### config.mk
export PLATFORM = sky130hd
export DESIGN_NAME = fetch_unit
export DESIGN_NICKNAME = d
export VERILOG_FILES = /design/src/rtl/fetch_unit.sv
export SDC_FILE = /design/constraint.sdc
export NUM_CORES = 1
export LEC_CHECK = 0
export BUFFER_PORTS_ARGS = -buffer_cell sky130_fd_sc_hd__buf_4
export CAP_MARGIN = 10
export CORE_MARGIN = 3
export CORE_UTILIZATION = 45
export CTS_CLUSTER_DIAMETER = 40
export CTS_CLUSTER_SIZE = 24
export DETAILED_ROUTE_END_ITERATION = 10
export PLACE_DENSITY_LB_ADDON = 0.15
export SLEW_MARGIN = 20
export SYNTH_ARGS = -nofsm -noshare
export SYNTH_HDL_FRONTEND = slang
export SYNTH_SLANG_ARGS = --single-unit
### constraint.sdc
create_clock -name clk -period 2.9 [get_ports clk]
set_clock_uncertainty 0.15 [all_clocks]
set_input_delay 0.58 -clock clk [delete_from_list [all_inputs] [get_ports clk]]
set_output_delay 0.58 -clock clk [all_outputs]
set_load 0.005 [all_outputs]
### src/rtl/fetch_unit.sv
// Instruction-fetch front end: PC, single-outstanding imem request, IF/ID register.
// Optional 1-entry skid buffer for data acked under hold: define FETCH_SKID_EN.
module fetch_unit #(
   parameter logic [31:0] RESET_ADDR = 32'h0000_0000,
   parameter logic [31:0] NOP_INST   = 32'h0000_0013,
   parameter int          HOLD_W     = 3
) (
   input  logic              clk,
   input  logic              rst,
   input  logic              jumpFlagIn,
   input  logic [31:0]       jumpAddrIn,
   input  logic [HOLD_W-1:0] holdFlagIn,
   output logic              imemReqOut,
   output logic [31:0]       imemAddrOut,
   input  logic              imemAckIn,
   input  logic [31:0]       imemDataIn,
   output logic [31:0]       instOut,
   output logic [31:0]       instAddrOut,
   output logic              instValidOut,
   output logic [31:0]       pcOut,
   output logic [1:0]        stateOut
);

   // Handshake: imemReqOut=1 holds imemAddrOut stable until the cycle imemAckIn=1,
   // which both accepts the request and carries imemDataIn; ack is ignored while
   // imemReqOut=0, and at most one request is ever outstanding.
   typedef enum logic [1:0] {
      IDLE      = 2'd0,
      FETCH     = 2'd1,
      DISCARD   = 2'd2,
      HOLD_WAIT = 2'd3
   } state_t;

   state_t      state;
   logic [31:0] pc;
   logic [31:0] pend;
   logic        hold;
   logic [31:0] pc_inc;
   logic [31:0] redirect;

`ifdef FETCH_SKID_EN
   logic        skid_valid;
   logic [31:0] skid_inst;
   logic [31:0] skid_addr;
`endif

   assign hold     = |holdFlagIn;
   assign pc_inc   = pc + 32'd4;
   // A jump arriving in DISCARD overrides the previously pending target.
   assign redirect = jumpFlagIn ? jumpAddrIn : pend;
   assign pcOut    = pc;
   assign stateOut = state;

   always_ff @(posedge clk) begin
      if (rst) begin
         state        <= IDLE;
         pc           <= RESET_ADDR;
         pend         <= 32'd0;
         imemReqOut   <= 1'b0;
         imemAddrOut  <= RESET_ADDR;
         instOut      <= NOP_INST;
         instAddrOut  <= 32'd0;
         instValidOut <= 1'b0;
`ifdef FETCH_SKID_EN
         skid_valid   <= 1'b0;
         skid_inst    <= NOP_INST;
         skid_addr    <= 32'd0;
`endif
      end else begin
         instOut      <= NOP_INST;
         instValidOut <= 1'b0;
`ifdef FETCH_SKID_EN
         if (jumpFlagIn) skid_valid <= 1'b0;
`endif
         unique case (state)
            IDLE: begin
               state       <= FETCH;
               imemReqOut  <= 1'b1;
               imemAddrOut <= pc;
            end
            FETCH: begin
               if (imemAckIn) begin
                  if (jumpFlagIn) begin
                     pc <= jumpAddrIn;
                     if (hold) begin
                        state      <= HOLD_WAIT;
                        imemReqOut <= 1'b0;
                     end else begin
                        imemAddrOut <= jumpAddrIn;
                     end
                  end else if (hold) begin
                     state      <= HOLD_WAIT;
                     imemReqOut <= 1'b0;
`ifdef FETCH_SKID_EN
                     skid_valid <= 1'b1;
                     skid_inst  <= imemDataIn;
                     skid_addr  <= imemAddrOut;
                     pc         <= pc_inc;
`endif
                  end else begin
                     instOut      <= imemDataIn;
                     instAddrOut  <= imemAddrOut;
                     instValidOut <= 1'b1;
                     pc           <= pc_inc;
                     imemAddrOut  <= pc_inc;
                  end
               end else if (jumpFlagIn) begin
                  pend  <= jumpAddrIn;
                  state <= DISCARD;
               end
            end
            DISCARD: begin
               if (jumpFlagIn) pend <= jumpAddrIn;
               if (imemAckIn) begin
                  pc <= redirect;
                  if (hold) begin
                     state      <= HOLD_WAIT;
                     imemReqOut <= 1'b0;
                  end else begin
                     state       <= FETCH;
                     imemAddrOut <= redirect;
                  end
               end
            end
            HOLD_WAIT: begin
               if (jumpFlagIn) begin
                  pc <= jumpAddrIn;
               end else if (!hold) begin
                  state       <= FETCH;
                  imemReqOut  <= 1'b1;
                  imemAddrOut <= pc;
`ifdef FETCH_SKID_EN
                  if (skid_valid) begin
                     instOut      <= skid_inst;
                     instAddrOut  <= skid_addr;
                     instValidOut <= 1'b1;
                     skid_valid   <= 1'b0;
                  end
`endif
               end
            end
            default: begin
               state      <= IDLE;
               imemReqOut <= 1'b0;
            end
         endcase
      end
   end

endmodule

==> flow_summary.yaml, run 1 <==
job:
  max_cap_viol_count: 0
worst_setup_path:
  cp_data_arrival_time_ns: 2.77
  crit_fanout: 6
  r2r-start: "stateOut[0]"
  reg2reg_to: "imemAddrOut[11]"
  end_kind: "register"
  start_kind: "register"
  critPathKind: "reg -> reg"
  worstPathRequired_ns: 3.05
  critPathLaunch: "stateOut[0]"
  rrSetupSlack_ns: 0.27
  reg2regPathDepth: 8
hold_path:
  min_from: "imemDataIn[4]"
  min_path_type: "in -> reg"
  min_to: "instOut[4]"
  hold_depth: 2
global_routing:
  grt_max_degree: 56
  gr-total-overflow: 0
  antenna_found_initial: 0
  grt_pass1_vias: 7461
  grt_pass1_wl_mm: 41.1
  grtUsageTotal_pct: 28.0
detailed_routing:
  drt-wirelength-per-cell_um: 19.2
  wirelength_mm: 27.3
  detail-route-antenna-nets: 0
  drcViolationCount: 0
  dr.first_iter.drc_count: 945
  drtPass1Iterations: 6
  viasPerCell: 5.80
  vias: 8258
sta:
  rsz0062_at_grt: "no"
  tns_ns: 0
  relSlewSlack_pct: 59.2
  worstMarginPinSlew_ns: 0.612
  min_period_over_period_pct: 90.6
  max_freq_mhz: 381
  fin_crit_ns: 2.63
  finalHoldViolations: 0
  slew_violations: 0
  finalSetupViolCount: 0
placement:
  gp_congestion: 0.943
  placed_area_mm2: 0.00982
  io_buffers: 202
  hpwl_mm: 19.6
logic_synthesis:
  synthArstFlopShare_pct: 0
  yosysUniqueCellTypes: 62
  syn_avg_cell_area_um2: 7.86
  synth_area_mm2: 0.00784
  synth_ff_type: "dfxtp_1"
  seq_area_frac_synth_pct: 41.9
  syn_nets: 1073
  yosys_warnings: 0
  syn_inst: 997
  synth-seq-cells: 164
  synth_edf_count: 0
floorplanning:
  core-area_mm2: 0.0168
  die_y_um: 138
  start_util_pct: 46.6
  ios: 203
  row_count: 47
  die_w_um: 138
  die_area_mm2: 0.0190
finish:
  nets: 1267
  stdcell_area_mm2: 0.0104
  syn_to_final_growth_pct: 33.3
  drive_gt1_share_pct: 25.7
  diodes: 0
clock_tree:
  clk_pin_slew_worst_paths_ns: 0.07
  cts_buffer_depth: 2
  htree_levels: 4
  clock_latency_ns: 0.44
  cts_root_buf: "clkbuf_16"
  cts_setup_buffers: 0
  cts_buffers: 17
  cts_resized: 0
  cts.sinks: 164
  cts_tree: "yes"
  postCtsHoldBufs: 0
pwr:
  powerDensity_mw_per_mm2: 942
  ir_drop_mv: 0.525
  p_leak_nw: 4.25
status:
  outcome: "finished, final reports clean"
==> per-stage QoR <==
stage | instances | hold slack, ns | power [mW] | setup slack [ns] | util (%)
6_report | 1424 | 0.172 | 9.84 | 0.273 | 62.1
3_3_place_gp | 1392 | 0.292 | 7.35 | 0.265 | 58.4
4_1_cts | 1424 | 0.162 | 9.76 | 0.275 | 62.1
5_1_grt | 1424 | 0.170 | 10.4 | 0.0792 | 62.1
3_5_place_dp | 1392 | 0.298 | 7.40 | 0.205 | 58.4
2_1_floorplan | 997 | 0.284 | 5.49 | 0.563 | -
==> Yosys cell counts (9+ instances only) <==
cell type  instances  area, µm²
nand2_1          182        683
nor3_1            23        115
a21oi_1          118        591
nand3_1           16       80.1
inv_1             11       41.3
xnor2_1           12        105
dfxtp_1          164       3280
and2_1            31        194
xor2_1             9       78.8
o21ai_0           36        180
a211oi_1          19        143
a22oi_1           13       97.6
nor2_1            79        297
nor4_1             9       56.3
a221oi_1          22        193
nand4_1            9       56.3
clkbuf_1          72        270
or3_1             10       62.6
a221o_1            9       90.1
buf_2             12       60.1
==> cell usage in the layout, fill, tap and decap left out, drive strengths merged, types with 20 or more instances in the layout <==
master,instances
a211oi,20
o21ai,38
nand2,182
a21oi,118
a221oi,22
nor3,23
dfxtp,164
buf,265
and2,31
nor2,79
==> routing by layer <==
| layer | vias up | GRT usage [%] | share of wire (%) |
|---|---|---|---|
| li1 | 3946 | - | - |
| met1 | 3807 | 40.9 | 43 |
| met2 | 473 | 41.9 | 44 |
| met3 | 32 | 6.17 | 11 |
| met4 | 0 | 7.19 | 1.6 |
| met5 | - | 0 | 0 |
==> worst max-delay path, stage by stage (launching register included) <==
cell	delay, ns
dfxtp_1	0.38
inv_1	0.09
ha_1	0.26
nor2_1	0.37
nor2_1	0.18
a221o_1	0.41
o21a_1	0.18
o221ai_1	0.34
a21oi_1	0.13
==> power by group <==
part | switching, mW | internal (mW)
sequential | 0.493 | 2.68
combinational | 2.48 | 1.82
clock | 1.11 | 1.25
total | 4.09 | 5.75
==> registers in the layout (all words and copies together) (netlist names) <==
register,cells
imemAddrOut,32
instAddrOut,32
instOut,32
pcOut,32
pend,32
stateOut,2
imemReqOut,1
instValidOut,1
==> layout make-up <==
cell class,count,area [µm²]
Inverter,11,41.3
Multi-Input combinational cell,732,4160
Sequential cell,164,3280
Fill cell,1522,6370
Tap cell,220,275
Clock inverter,15,208
Timing Repair Buffer,265,2050
Clock buffer,17,425
==> how the worst max path moves through the flow <==
| stage | to | slack [ns] | depth (start not counted) |
|---|---|---|---|
| global route | imemAddrOut[31] | 0.08 | 9 |
| CTS | imemAddrOut[11] | 0.28 | 8 |
| finish | imemAddrOut[11] | 0.27 | 8 |
| floorplan | pcOut[16] | 0.56 | 8 |
| detailed placement | pcOut[8] | 0.21 | 7 |
| global placement | pcOut[10] | 0.27 | 7 |
==> logic make-up after synthesis <==
group	share of synthesized area (%)
AO/OA/AOI/OAI	24.5
AND/OR/NAND/NOR	23.4
buffers and inverters	5.13
multiplexers	1.88
XOR/XNOR	2.35
adder cells (fa/ha/maj)	0.798
flip-flops	41.9
No activity file was read; power rests on OpenSTA's default activity.
==> inputs of run 2 (changes only) <==
--- a/config.mk
+++ b/config.mk
@@ -8,7 +8,7 @@
 export BUFFER_PORTS_ARGS = -buffer_cell sky130_fd_sc_hd__buf_4
 export CAP_MARGIN = 10
 export CORE_MARGIN = 3
-export CORE_UTILIZATION = 45
+export CORE_UTILIZATION = 35
 export CTS_CLUSTER_DIAMETER = 40
 export CTS_CLUSTER_SIZE = 24
 export DETAILED_ROUTE_END_ITERATION = 10
==> constraint.sdc (replaced) <==
create_clock -name clk -period 2.7 [get_ports clk]
set_clock_uncertainty 0.15 [all_clocks]
set_input_delay 0.54 -clock clk [delete_from_list [all_inputs] [get_ports clk]]
set_output_delay 0.54 -clock clk [all_outputs]
set_load 0.005 [all_outputs]
==> run 2 against run 1 <==
  * Cell count is 5.4% higher
  * Clock power increased by 4%
  * Critical path depth unchanged
  * Sequential power increased by 6%
  * Clock-buffer cell count did not move
  * Hold slack lost 0.031 ns
  * Global-route usage is 4.6 points lower
  * Die area is 27% higher
  * Critical endpoint unchanged
==> flow_summary.yaml, run 2 (same netlist as run 1, synthesis figures left out) <==
status:
  outcome: "finished, final reports clean"
global_routing:
  antenna_found_initial: 0
  gr-total-overflow: 0
  grtUsageTotal_pct: 23.4
  grt_max_degree: 51
  grt_pass1_wl_mm: 44.8
  grt_pass1_vias: 7606
sta:
  tns_ns: 0
  max_freq_mhz: 404
  worstMarginPinSlew_ns: 0.700
  relSlewSlack_pct: 53.3
  finalHoldViolations: 0
  slew_violations: 0
  min_period_over_period_pct: 91.8
  rsz0062_at_grt: "no"
  setup_slack_ns: 0.222
  finalSetupViolCount: 0
  fin_crit_ns: 2.48
finish:
  final_cell_mix: "277 x buf_4, 182 x nand2_1, 164 x dfxtp_1, 118 x a21oi_1, 78 x nor2_1"
  nets: 1284
  diodes: 0
  drive_gt1_share_pct: 26.8
  final_common_cell: "buf_4"
  syn_to_final_growth_pct: 35.5
floorplanning:
  ios: 203
  row_count: 54
  die_y_um: 156
  start_util_pct: 35.8
  die_area_mm2: 0.0242
  core-area_mm2: 0.0219
  die_w_um: 156
clock_tree:
  cts_root_buf: "clkbuf_16"
  cts_buffers: 17
  cts_tree: "yes"
  cts_buffer_depth: 2
  cts_setup_buffers: 0
  clk_pin_slew_worst_paths_ns: 0.07
  postCtsHoldBufs: 0
  htree_levels: 4
  cts.sinks: 164
  cts_resized: 0
  clock_latency_ns: 0.44
worst_setup_path:
  critPathKind: "reg -> reg"
  reg2regPathDepth: 8
  start_kind: "register"
  critPathLaunch: "stateOut[0]"
  worstPathRequired_ns: 2.87
  cp_data_arrival_time_ns: 2.64
  end_kind: "register"
  crit_fanout: 5
  r2r-start: "stateOut[0]"
detailed_routing:
  dr.first_iter.drc_count: 880
  drcViolationCount: 0
  wirelength_mm: 28.9
  viasPerCell: 5.48
  drtPass1Iterations: 7
  detail-route-antenna-nets: 0
  drt-wirelength-per-cell_um: 19.2
  vias: 8218
placement:
  dp_slack_ns: 0.0133
  io_buffers: 202
  gp_congestion: 0.898
  hpwl_mm: 21.1
pwr:
  ir_drop_mv: 0.430
  p_leak_nw: 4.32
  p_total_mw: 10.5
  powerDensity_mw_per_mm2: 992
hold_path:
  min_from: "imemDataIn[4]"
  hold_depth: 2
  min_path_type: "in -> reg"
job:
  max_cap_viol_count: 0
[run 2: report_power, final]
group | internal, mW | total, mW | leakage, nW | switching, mW
registers | 2.88 | 3.35 | 1.33 | 0.470
clock network | 1.26 | 2.46 | 0.290 | 1.20
logic | 2.00 | 4.73 | 2.69 | 2.73
[run 2: layer usage]
metal,up-vias,GRT usage [%],wire (µm)
met5,-,0,0
met2,407,34.1,12400
met1,3801,34.7,13300
met3,33,5.49,2670
li1,3977,-,-
met4,0,6.42,490
[run 2: area by class of cell]
cell class                      instances  area, µm²
Fill cell                            2207      11300
Multi-Input combinational cell        732       4160
Sequential cell                       164       3280
Timing Repair Buffer                  282       2180
Clock buffer                           17        425
Tap cell                              280        350
Clock inverter                         15        173
Inverter                               11       41.3
[run 2: path summary, 6_finish.rpt]
path                          end  slack (ns)
hold / removal         instOut[4]        0.14
setup reg to reg  imemAddrOut[11]        0.22
setup / recovery  imemAddrOut[11]        0.22
hold reg to reg   instAddrOut[25]        0.31
[run 2: worst max-delay path: stages, from the launching register on]
cell	delay, ns
dfxtp_1	0.40
inv_1	0.10
ha_1	0.24
nor2_1	0.33
nor2_1	0.15
a221o_1	0.40
o21a_1	0.18
o221ai_1	0.30
a21oi_1	0.11
[run 2: through the flow]
step	utilization [%]	std cells	hold slack, ns	instance area (µm²)
3_5_place_dp	45.8	1469	0.297	10000
6_report	48.5	1501	0.142	10600
2_1_floorplan	-	997	0.284	7840
4_1_cts	48.5	1501	0.122	10600
5_1_grt	48.5	1501	0.128	10600
3_3_place_gp	45.8	1469	0.292	10000
